**src/rtl/vram_pkg.sv**
```systemverilog
// Shared definitions for the VRAM arbiter: default bus widths, the VRAM window
// in the CPU map and the grant encoding used by the port mux and read pipe.
package vram_pkg;

  localparam int          VRAM_ADDR_W = 13;
  localparam int          VRAM_DATA_W = 16;
  localparam logic [15:0] VRAM_BASE   = 16'h4000;
  localparam logic [15:0] VRAM_SIZE   = 16'h2000;

  typedef enum logic [1:0] {
    GNT_NONE = 2'd0,
    GNT_VID  = 2'd1,
    GNT_CPU  = 2'd2
  } gnt_e;

endpackage

```
**src/rtl/vram_rd_pipe.sv**
```systemverilog
// Two-stage read pipe: stage 1 tags the issued access with its owner, stage 2
// captures ram_rdata (valid one cycle after issue) for the video or CPU side.
module vram_rd_pipe
  import vram_pkg::*;
#(
  parameter int DATA_W = VRAM_DATA_W
) (
  input  logic              clk,
  input  logic              reset,
  input  gnt_e              issue_i,
  input  logic              issue_we_i,
  input  logic [DATA_W-1:0] ram_rdata_i,
  output logic              s1_vid_o,
  output logic              s1_cpu_o,
  output logic              vid_valid_o,
  output logic [DATA_W-1:0] vid_rdata_o,
  output logic              cpu_ack_o,
  output logic [DATA_W-1:0] cpu_rdata_o
);

  logic s1_we_q;

  // Owner shift register; a CPU write acks without disturbing cpu_rdata.
  always_ff @(posedge clk) begin
    if (reset) begin
      s1_vid_o    <= 1'b0;
      s1_cpu_o    <= 1'b0;
      s1_we_q     <= 1'b0;
      vid_valid_o <= 1'b0;
      vid_rdata_o <= {DATA_W{1'b0}};
      cpu_ack_o   <= 1'b0;
      cpu_rdata_o <= {DATA_W{1'b0}};
    end else begin
      s1_vid_o    <= (issue_i == GNT_VID);
      s1_cpu_o    <= (issue_i == GNT_CPU);
      s1_we_q     <= issue_we_i;
      vid_valid_o <= s1_vid_o;
      cpu_ack_o   <= s1_cpu_o;
      if (s1_vid_o) begin
        vid_rdata_o <= ram_rdata_i;
      end
      if (s1_cpu_o && !s1_we_q) begin
        cpu_rdata_o <= ram_rdata_i;
      end
    end
  end

endmodule

```
**src/rtl/vram_arbiter.sv**
```systemverilog
// Shares the single-port VRAM between video scanout (priority) and the CPU, with
// a starvation guard. Optional VRAM_ARB_STATS_EN adds the cpu_stall_cycles counter.
module vram_arbiter
  import vram_pkg::*;
#(
  parameter int ADDR_W      = VRAM_ADDR_W,
  parameter int DATA_W      = VRAM_DATA_W,
  parameter int MAX_VID_RUN = 8
) (
  input  logic              clk,
  input  logic              reset,
  input  logic              cpu_req,
  input  logic              cpu_we,
  input  logic [ADDR_W-1:0] cpu_addr,
  input  logic [DATA_W-1:0] cpu_wdata,
  output logic [DATA_W-1:0] cpu_rdata,
  output logic              cpu_ack,
  input  logic              vid_req,
  input  logic [ADDR_W-1:0] vid_addr,
  output logic              vid_gnt,
  output logic [DATA_W-1:0] vid_rdata,
  output logic              vid_valid,
  output logic              busy,
  output logic [ADDR_W-1:0] ram_addr,
  output logic [DATA_W-1:0] ram_wdata,
  output logic              ram_we,
  input  logic [DATA_W-1:0] ram_rdata
`ifdef VRAM_ARB_STATS_EN
  ,
  output logic [15:0]       cpu_stall_cycles
`endif
);

  localparam int               RUN_W   = $clog2(MAX_VID_RUN + 1);
  localparam logic [RUN_W-1:0] RUN_MAX = RUN_W'(MAX_VID_RUN);

  gnt_e              gnt;
  logic              cpu_eligible;
  logic              cpu_inflight;
  logic              s1_vid;
  logic              s1_cpu;
  logic [RUN_W-1:0]  run_q;
  logic [RUN_W-1:0]  run_d;
  logic [ADDR_W-1:0] addr_q;

  // The CPU slot stays closed from the cycle after its grant through its ack.
  assign cpu_inflight = s1_cpu | cpu_ack;
  assign cpu_eligible = cpu_req & ~cpu_inflight;
  assign busy         = vid_req | s1_vid | vid_valid;
  assign vid_gnt      = (gnt == GNT_VID);

  // Grant decision and VRAM port mux; nothing is issued while reset is held.
  always_comb begin
    gnt       = GNT_NONE;
    ram_addr  = addr_q;
    ram_we    = 1'b0;
    ram_wdata = cpu_wdata;
    if (reset) begin
      gnt = GNT_NONE;
    end else if (cpu_eligible && (!vid_req || run_q == RUN_MAX)) begin
      gnt = GNT_CPU;
    end else if (vid_req) begin
      gnt = GNT_VID;
    end else begin
      gnt = GNT_NONE;
    end
    case (gnt)
      GNT_CPU: begin
        ram_addr = cpu_addr;
        ram_we   = cpu_we;
      end
      GNT_VID: begin
        ram_addr = vid_addr;
      end
      default: begin
        ram_addr = addr_q;
      end
    endcase
  end

  // Length of the current video run seen by a waiting CPU request.
  always_comb begin
    run_d = run_q;
    if (gnt == GNT_CPU || !cpu_eligible) begin
      run_d = {RUN_W{1'b0}};
    end else if (gnt == GNT_VID && run_q != RUN_MAX) begin
      run_d = run_q + RUN_W'(1);
    end else begin
      run_d = run_q;
    end
  end

  // Run counter and the held VRAM address for idle cycles.
  always_ff @(posedge clk) begin
    if (reset) begin
      run_q  <= {RUN_W{1'b0}};
      addr_q <= {ADDR_W{1'b0}};
    end else begin
      run_q  <= run_d;
      addr_q <= ram_addr;
    end
  end

  vram_rd_pipe #(
    .DATA_W(DATA_W)
  ) u_rd_pipe (
    .clk        (clk),
    .reset      (reset),
    .issue_i    (gnt),
    .issue_we_i (ram_we),
    .ram_rdata_i(ram_rdata),
    .s1_vid_o   (s1_vid),
    .s1_cpu_o   (s1_cpu),
    .vid_valid_o(vid_valid),
    .vid_rdata_o(vid_rdata),
    .cpu_ack_o  (cpu_ack),
    .cpu_rdata_o(cpu_rdata)
  );

`ifdef VRAM_ARB_STATS_EN
  logic [15:0] stall_q;

  // Saturating count of cycles the CPU was eligible but not granted.
  always_ff @(posedge clk) begin
    if (reset) begin
      stall_q <= 16'h0000;
    end else if (cpu_eligible && gnt != GNT_CPU && stall_q != 16'hFFFF) begin
      stall_q <= stall_q + 16'h0001;
    end else begin
      stall_q <= stall_q;
    end
  end

  assign cpu_stall_cycles = stall_q;
`endif

endmodule

```
**config.mk**
```make
export PLATFORM = sky130hd
export DESIGN_NAME = vram_arbiter
export DESIGN_NICKNAME = d
export VERILOG_FILES = /design/src/rtl/vram_pkg.sv /design/src/rtl/vram_rd_pipe.sv /design/src/rtl/vram_arbiter.sv
export SDC_FILE = /design/constraint.sdc
export NUM_CORES = 1
export LEC_CHECK = 0
export ABC_CLOCK_PERIOD_IN_PS = 3900
export BUFFER_PORTS_ARGS = -buffer_cell sky130_fd_sc_hd__buf_2
export CAP_MARGIN = 0
export CORE_ASPECT_RATIO = 0.8
export CORE_MARGIN = 1.5
export CORE_UTILIZATION = 49
export CTS_BUF_LIST = sky130_fd_sc_hd__clkbuf_8
export CTS_CLUSTER_SIZE = 28
export DETAILED_ROUTE_END_ITERATION = 10
export PLACE_DENSITY = 0.89
export SLEW_MARGIN = 15
export SYNTH_ARGS = -nofsm -noshare
export SYNTH_HDL_FRONTEND = slang
export SYNTH_SLANG_ARGS = --single-unit
```
**constraint.sdc**
```tcl
create_clock -name clk -period 3.9 [get_ports clk]
set_input_delay 0.39 -clock clk [delete_from_list [all_inputs] [get_ports clk]]
set_output_delay 0.39 -clock clk [all_outputs]
set_load 0.02 [all_outputs]
```
==> impl_metrics.tcl <==
set metrics [dict create \
    startpoint "run_q[0]$_SDFFE_PP0P_" \
    power.density_mw_per_mm2 377 \
    fmax_mhz 318 \
    clockRootBuffer "clkbuf_8" \
    antenna_cells 0 \
    synth_edf_count 0 \
    slew_headroom_pct 30.1 \
    syn_avg_cell_area_um2 8.83 \
    grt_pass1_vias 1836 \
    start_util_pct 50.6 \
    cp.required_ns 3.51 \
    ys.flop_type "dfxtp_1" \
    dp_hpwl_um 3590 \
    worst_pin_slew_ns 1.05 \
    holdWs_ns 0.318 \
    setup_ws_ns 0.751 \
    synth_cell_type_count 27 \
    synth_warnings 0 \
    critPathLaunchType "flop" \
    critPathSlowestCell "ha_1" \
    skew_ns 0.00675 \
    drtPass1Iterations 4 \
    layout.cells.non_filler 391 \
    r2r_start "run_q[0]$_SDFFE_PP0P_" \
    grt_first_pass_wirelength_um 8080 \
    min_path_type "in -> reg" \
    period_share_pct 80.7 \
    min_period_ns 3.15 \
    critical_path.cell_chain "inv_1 -> ha_1 -> and3b_1 -> nand3_1 -> and3b_1 -> ha_1 -> a22oi_1 -> o21ai_0 -> buf_2" \
    seqCellArea_mm2 0.00108 \
    clock_path_buffers 2 \
    die_area_mm2 0.00511 \
    wl_per_cell_um 12.5 \
    die_x_um 79.5 \
    cts.sinks 54 \
    cap_violations 0 \
    holdPathStages 3 \
    clk_pin_slew_ns 0.10 \
    multi_input_area_um2 973 \
    fin_nets 397 \
    place_ws_ns 1.16 \
    end_kind "primary output" \
    postCtsSetupRepairBufs 0 \
    ys_seq_elements 54 \
    grt_max_degree 45 \
    tritoncts "done" \
    syn_to_final_growth_pct 18.7 \
    wl_um 4870 \
    cts.repair.resized 0 \
    port_buffers 96 \
    critPathArrivalTime_ns 2.76 \
    finalMaxSlewViolations 0 \
    path_max_fanout 19 \
    drtIter0Drc 75 \
    dp.cells 383 \
    seq_area_frac_synth_pct 47.1 \
    coreArea_mm2 0.00454 \
    run_status "complete, no violations" \
    cts_hold_buf 0 \
    drc 0 \
    async_flop_share_pct 0 \
    rrSetupSlack_ns 1.44 \
    insertion_delay_ns 0.31 \
    num-fill-cells 411 \
    hold_viol 0 \
    num_io_pins 129 \
    setup.worst_path.class "reg -> out" \
    slowest_delay_ns 0.57 \
    antenna_left 0 \
    syn_area_mm2 0.00230 \
    fin_util_pct 60.0 \
    reg2regPathDepth 9 \
    antenna_found_initial 0 \
    hold_start "ram_rdata[5]" \
    syn_inst 260 \
    dieHeight_um 64.2 \
    grt_usage_pct 19.8 \
    syn-num-nets 327 \
    num_vias 1923 \
    finalSetupViolCount 0 \
    rsz0062_at_grt "no" \
    p_leak_uw 0.00122 \
    h-tree-depth 2 \
    place_congestion 0.756 \
    fp-row-count 22 \
    via_per_inst 4.92 \
    cts_buffers 5 \
    layout-drive-gt1-share_pct 32.3 \
    ir_worst_vdd_uv 215 \
    tns_ns 0 \
    grt-ovfl-total 0 \
]
[worst max-delay path, delay by kind of cell (launching register included)]
family / cells / cell delay [ns]
compound gates: 2 / 0.48
fa+ha+maj: 2 / 0.78
buf+inv: 2 / 0.30
simple gates: 3 / 0.48
flops: 1 / 0.39
[cells in the final DEF, fill, tap and decap left out]
cell,n
buf_2,96
dfxtp_1,54
nand2_1,49
nor2_1,19
nor2b_1,18
a21oi_1,18
mux2i_1,16
a22oi_1,13
o21ai_0,8
o21ai_1,7
clkbuf_8,5
ha_1,4
inv_1,3
nand3_1,3
and3b_1,2
nand3b_1,2
and2_1,2
or3_1,2
nand2b_1,2
nor4b_4,1
a21oi_2,1
nand4_1,1
xor2_1,1
clkinv_4,1
inv_6,1
inv_8,1
buf_4,1
[path summary, 6_finish.rpt]
check                                          endpoint
hold / removal    u_rd_pipe.cpu_rdata_o[5]$_SDFFE_PP0P_
setup / recovery                            ram_addr[8]
hold reg to reg   u_rd_pipe.cpu_rdata_o[4]$_SDFFE_PP0P_
setup reg to reg                   addr_q[8]$_SDFF_PP0_
[metrics by stage]
step	cell area [um2]	total power [uW]
floorplan	2300	691
global placement	2630	711
detailed placement	2630	714
CTS	2730	1030
global route	2730	1070
finish	2730	1030
[power breakdown]
group / internal (uW) / switching [uW]
sequential: 565 / 9.75
clock: 134 / 191
combinational: 52.2 / 74.6
total: 752 / 275
[sequential cells by signal, indices dropped and copies added (netlist names), 4 cells and up]
signal and count:
u_rd_pipe.vid_rdata_o 16, run_q 4, u_rd_pipe.cpu_rdata_o 16, addr_q 13
[metal layers]
layer  share of wire (%)  global-route usage (%)  wire, um  vias up
li1                    -                       -         -      983
met1                  45                    24.7      2210      898
met2                  50                    34.1      2450       33
met3                 2.7                    3.57       130        9
met4                 1.6                    7.24        76        0
met5                   0                       0         0        -
[layout make-up]
| cell class | instances | share of cell area [%] |
|---|---|---|
| timing repair buffer | 97 | 17.9 |
| clock buffer | 5 | 2.52 |
| inverter | 3 | 0.413 |
| multi-input combinational | 169 | 35.7 |
| clock inverter | 3 | 1.06 |
| tap | 60 | 2.75 |
| sequential | 54 | 39.7 |
[cell usage after synthesis, types with 2 or more instances]
cell type | instances | share of area, %
a21oi_1 | 18 | 3.9
a22oi_1 | 13 | 4.3
and2_1 | 2 | 0.54
and3b_1 | 2 | 0.76
buf_1 | 2 | 0.33
buf_2 | 5 | 1.1
buf_4 | 19 | 6.2
buf_6 | 3 | 1.5
clkbuf_1 | 3 | 0.49
clkbuf_2 | 2 | 0.44
dfxtp_1 | 54 | 47
ha_1 | 4 | 2.2
inv_1 | 3 | 0.49
mux2i_1 | 16 | 7.0
nand2_1 | 49 | 8.0
nand2b_1 | 2 | 0.54
nand3_1 | 3 | 0.65
nand3b_1 | 2 | 0.65
nor2_1 | 19 | 3.1
nor2b_1 | 18 | 4.9
o21ai_0 | 8 | 1.7
o21ai_1 | 7 | 1.5
or3_1 | 2 | 0.54
[logic make-up (layout without fill, tap and decap cells)]
group | Yosys count | count (layout) | share of synthesized area, %
and+or+nand+nor | 101 | 101 | 21.0
DFF | 54 | 54 | 47.1
AOI/OAI and AO/OA | 47 | 47 | 11.8
buffers and inverters | 37 | 108 | 10.5
muxes | 16 | 16 | 6.98
adders and majority gates | 4 | 4 | 2.18
xor gates and xnor gates | 1 | 1 | 0.382
Note: power is estimated with default switching activity, not from simulation.
